===== config.mk =====
export PLATFORM = sky130hd
export DESIGN_NAME = mem_arbiter
export DESIGN_NICKNAME = d
export VERILOG_FILES = /design/src/rtl/mem_arbiter.sv
export SDC_FILE = /design/constraint.sdc
export NUM_CORES = 1
export LEC_CHECK = 0
export ABC_CLOCK_PERIOD_IN_PS = 1800
export BUFFER_PORTS_ARGS = -buffer_cell sky130_fd_sc_hd__buf_4
export CORE_MARGIN = 1.5
export CORE_UTILIZATION = 39
export DETAILED_ROUTE_END_ITERATION = 12
export PLACE_DENSITY_LB_ADDON = 0.15
export SYNTH_ARGS = -nofsm -noshare
export SYNTH_HDL_FRONTEND = slang
export SYNTH_SLANG_ARGS = --single-unit
export TNS_END_PERCENT = 50

===== constraint.sdc =====
create_clock -name i_clk -period 1.8 [get_ports i_clk]
set_input_delay 0.27 -clock i_clk [delete_from_list [all_inputs] [get_ports i_clk]]
set_output_delay 0.27 -clock i_clk [all_outputs]
set_load 0.01 [all_outputs]

===== src/rtl/mem_arbiter.sv =====
// mem_arbiter: shares one single-ported, variable-latency memory between the
// fetch stage (instruction reads) and the mem stage (data loads/stores).
//
// Data has fixed priority in IDLE (it belongs to the older instruction). On a
// completing access the other requester is served next without a bubble, so
// fetch never waits behind more than one data access.
//
// Ports:
//   i_clk, i_rst_n            clock, asynchronous active-low reset
//   i_if_req/i_if_addr        fetch read request (held until o_if_ack)
//   o_if_ack/o_if_rdata       fetch completion pulse and instruction word
//   i_d_req/i_d_we/i_d_addr/i_d_wdata   data request (held until o_d_ack)
//   o_d_ack/o_d_rdata         data completion pulse and load data
//   o_mem_req/we/addr/wdata   registered memory request
//   i_mem_ack/i_mem_rdata     memory completion pulse and read data
//   o_con_stall_if/mem        pipeline stall flags
//   o_con_err                 sticky timeout error
//
// Optional feature: define MEM_ARB_TIMEOUT_EN to abort an access after
// TIMEOUT_CYCLES wait cycles without i_mem_ack. Undefined: wait forever,
// o_con_err tied to 0.
module mem_arbiter #(
  parameter int unsigned ADDR_W         = 32,
  parameter int unsigned DATA_W         = 32,
  parameter int unsigned TIMEOUT_CYCLES = 255
) (
  input  logic              i_clk,
  input  logic              i_rst_n,
  input  logic              i_if_req,
  input  logic [ADDR_W-1:0] i_if_addr,
  output logic              o_if_ack,
  output logic [DATA_W-1:0] o_if_rdata,
  input  logic              i_d_req,
  input  logic              i_d_we,
  input  logic [ADDR_W-1:0] i_d_addr,
  input  logic [DATA_W-1:0] i_d_wdata,
  output logic              o_d_ack,
  output logic [DATA_W-1:0] o_d_rdata,
  output logic              o_mem_req,
  output logic              o_mem_we,
  output logic [ADDR_W-1:0] o_mem_addr,
  output logic [DATA_W-1:0] o_mem_wdata,
  input  logic              i_mem_ack,
  input  logic [DATA_W-1:0] i_mem_rdata,
  output logic              o_con_stall_if,
  output logic              o_con_stall_mem,
  output logic              o_con_err
);

  typedef enum logic [1:0] {
    IDLE    = 2'd0,
    IF_WAIT = 2'd1,
    D_WAIT  = 2'd2
  } state_t;

  state_t              state_q;
  logic                mem_req_q;
  logic                mem_we_q;
  logic [ADDR_W-1:0]   mem_addr_q;
  logic [DATA_W-1:0]   mem_wdata_q;

  logic in_wait;
  logic abort;
  logic done;

  assign in_wait = (state_q == IF_WAIT) || (state_q == D_WAIT);

`ifdef MEM_ARB_TIMEOUT_EN
  logic [15:0] wait_cnt_q;
  logic [15:0] wait_cnt_d;
  logic        err_q;

  // Abort in the wait cycle that would bring the count to TIMEOUT_CYCLES.
  assign abort = in_wait && !i_mem_ack &&
                 (wait_cnt_q == 16'(TIMEOUT_CYCLES - 1));

  // Cleared in IDLE and on every completion, so each new grant starts at 0.
  always_comb begin
    wait_cnt_d = '0;
    if (in_wait && !done) wait_cnt_d = wait_cnt_q + 16'd1;
  end

  always_ff @(posedge i_clk or negedge i_rst_n) begin
    if (!i_rst_n) begin
      wait_cnt_q <= '0;
      err_q      <= 1'b0;
    end else begin
      wait_cnt_q <= wait_cnt_d;
      if (abort) err_q <= 1'b1;
    end
  end

  assign o_con_err = err_q;
`else
  // The limit is meaningless without the counter.
  localparam int unsigned unused_timeout = TIMEOUT_CYCLES;
  assign abort     = 1'b0;
  assign o_con_err = 1'b0;
`endif

  assign done = in_wait && (i_mem_ack || abort);

  // Acks are suppressed if the requester has already withdrawn its request.
  assign o_if_ack   = (state_q == IF_WAIT) && (i_mem_ack || abort) && i_if_req;
  assign o_d_ack    = (state_q == D_WAIT)  && (i_mem_ack || abort) && i_d_req;
  assign o_if_rdata = (o_if_ack && !abort) ? i_mem_rdata : '0;
  assign o_d_rdata  = (o_d_ack  && !abort) ? i_mem_rdata : '0;

  assign o_con_stall_if  = i_if_req && !o_if_ack;
  assign o_con_stall_mem = i_d_req  && !o_d_ack;

  always_ff @(posedge i_clk or negedge i_rst_n) begin
    if (!i_rst_n) begin
      state_q     <= IDLE;
      mem_req_q   <= 1'b0;
      mem_we_q    <= 1'b0;
      mem_addr_q  <= '0;
      mem_wdata_q <= '0;
    end else begin
      case (state_q)
        IDLE: begin
          if (i_d_req) begin
            state_q     <= D_WAIT;
            mem_req_q   <= 1'b1;
            mem_we_q    <= i_d_we;
            mem_addr_q  <= i_d_addr;
            mem_wdata_q <= i_d_wdata;
          end else if (i_if_req) begin
            state_q    <= IF_WAIT;
            mem_req_q  <= 1'b1;
            mem_we_q   <= 1'b0;
            mem_addr_q <= i_if_addr;
          end
        end
        IF_WAIT: begin
          if (done) begin
            // Hand over to data without dropping o_mem_req; an abort never
            // re-arbitrates.
            if (i_mem_ack && i_d_req) begin
              state_q     <= D_WAIT;
              mem_we_q    <= i_d_we;
              mem_addr_q  <= i_d_addr;
              mem_wdata_q <= i_d_wdata;
            end else begin
              state_q   <= IDLE;
              mem_req_q <= 1'b0;
            end
          end
        end
        D_WAIT: begin
          if (done) begin
            if (i_mem_ack && i_if_req) begin
              state_q    <= IF_WAIT;
              mem_we_q   <= 1'b0;
              mem_addr_q <= i_if_addr;
            end else begin
              state_q   <= IDLE;
              mem_req_q <= 1'b0;
            end
          end
        end
        default: begin
          state_q   <= IDLE;
          mem_req_q <= 1'b0;
        end
      endcase
    end
  end

  assign o_mem_req   = mem_req_q;
  assign o_mem_we    = mem_we_q;
  assign o_mem_addr  = mem_addr_q;
  assign o_mem_wdata = mem_wdata_q;

endmodule


; Word level (Yosys, flattened, before mapping)
; Cells that the tools add are included.
[classes]
reduce_logical = 19
bitwise_logic = 0
n_eq_ne = 10
muxes = 34
multipliers = 0
addsub = 0
n_div = 0
magnitude_cmp = 0
shift = 0
[ops]
columns = op, n
row1 = 32-bit two-way mux, 11
row2 = 32-bit one-hot mux with 3 select lines, 1
row3 = 32-bit one-hot mux with 2 select lines, 1
row4 = 1-bit two-way mux, 13
row5 = 2-bit two-way mux, 5
row6 = "2-bit != test, second input constant", 5
row7 = 1-bit logical AND, 9
row8 = 1-bit one-hot mux with 3 select lines, 2
row9 = 2-bit one-hot mux with 3 select lines, 1
row10 = 6-bit AND reduction, 1
row11 = 5-bit AND reduction, 1
row12 = "2-bit by 1-bit != test with 1-bit output, second input constant", 2
row13 = 4-bit AND reduction, 1
row14 = "3-bit != test, second input constant", 1
row15 = 3-bit AND reduction, 1
row16 = 3-bit nonzero test, 1
row17 = "2-bit by 1-bit == test with 1-bit output, second input constant", 1
row18 = "2-bit == test, second input constant", 1
row19 = 1-bit zero test, 2
row20 = 2-bit zero test, 1
row21 = 2-bit nonzero test, 1
row22 = 1-bit logical OR, 1
[word_totals]
latch_bits = 0
word_cells = 68
out_inout_bits = 135
mem_bits_rw = 0
romBits = 0
ff_bits = 68
n_memories = 0

; Longest topological paths before layout
; Gate-level depths: netlist (run 1).
[depth]
depth_word = 5
mapped_depth = 8
depth_no_buf = 6

; Worst setup path before layout (run 1)
; Ideal clock, no wire load.
[synth_path]
path_kind = register -> output
startpoint = reg state_q[0]
endpoint = out o_d_rdata[22]
t_required_ns = 1.530
t_arrival_ns = 1.650
n_path_buf = 2
slack_ns = -0.120
stages_incl_launch_ff = 7
cell_sequence = dfrtp_1 > inv_1 > ha_1 > clkbuf_1 > and3_1 > clkbuf_1 > and2_1
[synth_between]
elab_chain_cells = 4
[synth_rtl]
columns = element, line_no
row1 = "start, declared", 56  ; state_t state_q;
row2 = "start signal, assigned", 114  ; state_q <= IDLE;
row3 = "start signal, assigned", 123  ; state_q <= D_WAIT;
row4 = "start signal, assigned", 129  ; state_q <= IF_WAIT;
row5 = 2-bit == test, 105  ; assign o_d_ack = (state_q == D_WAIT) && (i_mem_ack || abort) && i_d_req;
row6 = 1-bit logical AND (2 in a row), 105
row7 = net o_d_ack, 37  ; output logic o_d_ack,
row8 = 32-bit two-way mux, 107  ; assign o_d_rdata = (o_d_ack && !abort) ? i_mem_rdata : '0;
row9 = "end, declared", 38  ; output logic [DATA_W-1:0] o_d_rdata,
; The timed path passes the listed nets, and every way through them passes these cells.

; Worst setup path in the final report (run 1)
[layout_path]
startpoint = reg state_q[0]
endpoint = out o_d_rdata[30]
[layout_between]
elab_chain_cells = 4
[layout_rtl]
columns = element, line_no
row1 = 2-bit == test, 105
row2 = 1-bit logical AND (2 in a row), 105
row3 = 32-bit two-way mux, 107
; No other way between the ends.

==> metrics, run 1 <==
Mapped Cells=a little under 400; Slew Viols, Final=0; Tmin final=between 1.5 and 2 ns; pwr/cell area=1570 nW/um^2; kind of critical path=flip-flop to output pin; Pre-antenna DRT Iters=4; Remaining Overflow, GRT=0; routed via count=4,121; Storage cell area=1700 um^2; Layout fillers=between 700 and 800; fin nets=between 800 and 900; CTS buffer count=9; status=finished, violations left; Arrival @ worst endpoint=between 1.5 and 2 ns; PnR Total Power=roughly 12 mW; sequential cell area fraction in the yosys report=40.2%; first-pass GRT wire length=roughly 21,000 um; Synth async-reset ratio=100%; Reg clk slew, reported paths=0.08 ns; synthesized flop and latch total=68; Clk Latency, worst-skew pair=0.35 ns; H-tree depth=3; DR iter-0 viols=221; Top-Level Pins=269; starting density of the core=40.6%; # setup viols final=between 100 and 150; Mapped Nets=537; pin count of the biggest net entering global routing=38; final cycle utilization of the critical path=108%; Synth Flop Type=dfrtp_1; Post-synth EDFFs=0; Ys Warns=0; area added between synthesis and finish=73.7%; routability congestion estimate=between 0.8 and 0.9; Max IR drop VDD=0.802 mV; row count=37; Synth Area per Inst=around 11 um^2; synthesized cell area=4230 um^2; ANT cells=0; Max-Cap Viols=0; antenna violation net count after detailed routing=0; Tightest Hold Check Type=input pin to flip-flop; Reg2Reg Setup Slack=-0.14 ns; Critical Path Sink Type=output pin; CTS tree=done; hpwl dp=10,200 um; Die Wd=107 um; vias per cell=between 5 and 6; Worst Setup Start Kind=flip-flop; layout cells sized above 1=65.8%; failing checks=setup timing; CORE AREA=10,400 um^2; Wirelength per Cell=between 15 and 20 um; I/O Buffers=267; multi-input logic area=2560 um^2; die height=107 um; fin area=~7300 um^2; initial antenna violation count=0; clock skew=0.0113 ns; Final Hold Violating Endpoints=0; final WL=14,700 um; clock sink total=68; DP Area=6490 um^2; clock buffer depth=2; count of different cell masters after synthesis=29; worst setup margin=-0.150 ns; Root Buffer=clkbuf_8; post-place setup slack=-0.0442 ns; # DRC=0; Total GRT Usage=24.0%; CP Data Required Time=1.53 ns; CP Max Fanout=16; LEAKAGE=3.54 nW; unrepaired setup endpoints after global routing=yes; FMAX=513 MHz; vias in the first global route=between 3k and 4k; die area=11,500 um^2
stage by stage:
step	utilization [%]	hold slack, ns	setup TNS [ns]	cells
global placement	62.3	0.229	0	781
finish	70.5	0.145	-11.56	814
detailed placement	62.3	0.229	-0.826	781
global route	70.5	0.127	-20.28	814
CTS	67.8	0.137	-10.36	807
floorplan	-	-0.0256	-2.85	398
what timing repair did:
| item | in CTS | in global routing |
|---|---|---|
| pin swaps | 9 | 10 |
| endpoints found under the hold margin | 31 | 0 |
| hold buffers | 1 | 0 |
| buffers inserted | 6 | 2 |
| endpoints found under the setup margin | 99 | 133 |
| resized for setup | 75 | 47 |
| gates cloned | 3 | 5 |
layout by cell type, fill, tap and decap left out, types with 2 or more instances in the layout:
master	Yosys	final
buf_4	2	227
dfrtp_1	68	67
buf_6	4	60
and2_4	0	46
a21oi_1	35	34
mux2_2	36	34
nor2b_1	33	33
a22oi_1	32	32
a211oi_1	33	32
mux2_4	30	32
and2_1	64	18
clkbuf_8	0	9
buf_12	0	6
nand2_1	4	4
ha_4	0	4
clkbuf_16	0	4
nand2b_4	0	3
buf_16	0	3
and3_4	0	2
inv_1	4	2
nand3_1	2	2
clkinv_4	0	2
inv_6	0	2
clkinv_2	0	2
where the power goes:
group	total, mW	switching [mW]	internal, mW
Sequential	2.82	0.466	2.36
Clock	1.29	0.640	0.650
Combinational	7.45	3.11	4.35
Total	11.6	4.21	7.35
final timing paths:
kind                           startpoint  cells after the start         endpoint
setup / recovery               state_q[0]                      6    o_d_rdata[30]
hold reg to reg            o_mem_wdata[8]                      1   o_mem_wdata[8]
setup reg to reg               state_q[0]                      8   o_mem_addr[21]
max in group asynchronous         i_rst_n                      3   o_mem_addr[10]
hold / removal              i_d_wdata[31]                      2  o_mem_wdata[31]
min in group asynchronous         i_rst_n                      2  o_mem_wdata[16]
Yosys cell counts (all sizes together) (2+ instances only):
library cell / count / area, um^2
nand3: 2 / 10.0
clkbuf: 23 / 86.3
nor2b: 33 / 206
nand2: 4 / 15.0
mux2: 66 / 856
ha: 5 / 62.6
a211oi: 33 / 248
and3: 2 / 12.5
nand2b: 3 / 18.8
and2: 64 / 400
buf: 14 / 96.3
dfrtp: 68 / 1700
a21oi: 35 / 175
a22oi: 32 / 240
inv: 4 / 15.0
state kept, by name, summed over array words and instances (netlist names):
| register | cells |
|---|---|
| o_mem_addr | 32 |
| o_mem_wdata | 32 |
| state_q | 2 |
| o_mem_req | 1 |
| o_mem_we | 1 |
final cells by class:
| cell class | instances | area share (%) |
|---|---|---|
| Timing Repair Buffer | 301 | 36.6 |
| Multi-Input combinational cell | 289 | 34.9 |
| Sequential cell | 68 | 23.2 |
| Tap cell | 136 | 2.32 |
| Clock buffer | 9 | 1.69 |
| Clock inverter | 7 | 1.02 |
| Inverter | 4 | 0.238 |
routing by layer:
metal  global-route usage [%]  routed length [um]  up-vias
met3                     5.29                 927       26
met2                     43.0                7580      167
met5                        0                   0        -
met1                     27.8                5760     1948
met4                     8.57                 400        0
li1                         -                   -     1980
critical path, stage by stage, from the launching register on:
cell and delay (ns):
dfrtp_2 0.46, inv_4 0.08, ha_4 0.13, and3_4 0.25, buf_16 0.16, and2_4 0.16
buf_6 0.10
cells by family (layout without fill, tap and decap cells):
group                    count (synthesis)  after routing  share of synthesized area, %
flip-flops                              68             68                          40.2
AND/OR/NAND/NOR                        109            109                          15.8
buffers and inverters                   41            321                          4.67
multiplexers                            67             67                          20.5
other                                    1              1                        0.0887
AO/OA/AOI/OAI                          107            107                          17.3
adder cells (fa/ha/maj)                  5              5                          1.48
Power figures use the tool's default switching activity.
==> run 2: changes to the inputs <==
--- a/config.mk
+++ b/config.mk
@@ -11,6 +11,7 @@
 export CORE_UTILIZATION = 39
 export DETAILED_ROUTE_END_ITERATION = 12
 export PLACE_DENSITY_LB_ADDON = 0.15
+export SETUP_SLACK_MARGIN = 0.15
 export SYNTH_ARGS = -nofsm -noshare
 export SYNTH_HDL_FRONTEND = slang
 export SYNTH_SLANG_ARGS = --single-unit
==> metrics, run 2 (synthesized netlist as in run 1, its figures left out) <==
status=finished, violations left; failing checks=setup timing; WP buf/inv=5; Critical Path Max Stage Delay=approximately 0.44 ns; kind of critical path=flip-flop to output pin; Reg clk slew, reported paths=0.09 ns; Reg2Reg Setup Slack=-0.21 ns; Final Hold Violating Endpoints=0; Worst setup startpoint=state_q[0]; Slew Viols, Final=0; Top-Level Pins=269; clock buffer depth=2; CP Data Required Time=1.53 ns; vias in the first global route=4,245; reg2reg start=state_q[0]; Root Buffer=clkbuf_8; CP Cell Sequence=inv_4 > ha_4 > buf_6 > and3_4 > buf_8 > clkbuf_16 > and2_4 > buf_6; I/O Buffers=267; ANT cells=0; delay-heaviest family, CP=buffers and inverters; most common cell after layout, fill and taps aside=buf_4; Pre-antenna DRT Iters=4; first-pass GRT wire length=22,200 um; Tightest Hold Check Type=input pin to flip-flop; Layout fillers=between 700 and 800; RR Endpoint=o_mem_addr[8]; Arrival @ worst endpoint=1.79 ns; antenna violation net count after detailed routing=0; H-tree depth=3; post-layout util=71.4%; routability congestion estimate=around 0.77; # DRC=0; final cycle utilization of the critical path=114%; DP Area=6530 um^2; CTS buffer count=9; most frequent cells in the layout=buf_4, dfrtp_1, and2_4, buf_6, mux2_2; clock skew=0.00767 ns; pin count of the biggest net entering global routing=37; hpwl dp=10,300 um; fin area=7430 um^2; FMAX=485 MHz; Hold Path Sink=o_mem_wdata[29]; CP Max Fanout=4; Total GRT Usage=25.1%; Crit path top cell by count=buf_6; post-place setup slack=-0.0146 ns; final WL=14,900 um; CORE AREA=10,400 um^2; # setup viols final=134; Critical Path Sink Type=output pin; fin nets=around 800; area added between synthesis and finish=75.8%; Clk Latency, worst-skew pair=0.35 ns; reg2reg path depth=9; vias per cell=5.15; clock sink total=68; Die Wd=107 um; starting density of the core=roughly two fifths; worst setup margin=-0.261 ns; layout cells sized above 1=approximately 68%; routed via count=approximately 4.2k; worst hold slack=0.148 ns; Worst Setup Start Kind=flip-flop; die area=about 11,000 um^2; die height=107 um; DR iter-0 viols=162; hold path start=i_d_wdata[29]; hold path depth=2; Tmin final=2.06 ns; initial antenna violation count=0; CTS tree=done; row count=37; Max-Cap Viols=0; Wirelength per Cell=18.1 um; CP max stage cell=dfrtp_2; PnR Total Power=approximately 12 mW; LEAKAGE=3.59 nW; Remaining Overflow, GRT=0; pwr/cell area=1580 nW/um^2; Max IR drop VDD=between 0.9 and 1 mV; unrepaired setup endpoints after global routing=yes
[run 2: worst max path at each step]
stage	to	depth (start not counted)
floorplan	o_mem_addr[0]	8
detailed placement	o_mem_addr[2]	7
CTS	o_d_rdata[9]	8
global placement	o_mem_addr[16]	7
global route	o_d_rdata[7]	8
finish	o_d_rdata[14]	8
[run 2: stage by stage]
| stage | TNS, ns | cells |
|---|---|---|
| floorplan | -1.86 | 398 |
| global placement | 0 | 786 |
| detailed placement | -0.0755 | 786 |
| CTS | -17.17 | 818 |
| global route | -27.48 | 825 |
| finish | -20.16 | 825 |
[run 2: routing by layer]
| layer | global-route usage (%) | vias to the layer above | wire length, um |
|---|---|---|---|
| li1 | - | 2008 | - |
| met5 | 0 | - | 0 |
| met1 | 28.1 | 2045 | 5690 |
| met3 | 5.96 | 20 | 931 |
| met2 | 47.0 | 175 | 7960 |
| met4 | 6.86 | 0 | 311 |
[run 2: report_power, final]
part,leakage [nW],switching (mW),internal (mW)
Clock,0.104,0.645,0.650
Sequential,0.807,0.462,2.35
Combinational,2.67,3.18,4.43
Total,3.59,4.29,7.43
[run 2: layout make-up]
type                    instances  area [um^2]  area share (%)
multi-input cells             293         2680            36.0
inverters                       4         22.5           0.303
clock buffers                   9          124            1.67
well taps                     136          170            2.29
repair buffers                308         2670            35.8
clock inverters                 7         75.1            1.01
flip-flops and latches         68         1700            22.9
[run 2: what timing repair did]
item,4_1_cts,5_1_grt
hold buffers,1,0
gates cloned,6,2
endpoints found under the hold margin,20,0
pin swaps,38,19
endpoints found under the setup margin,135,136
gates resized for setup,109,26
setup buffers,9,5
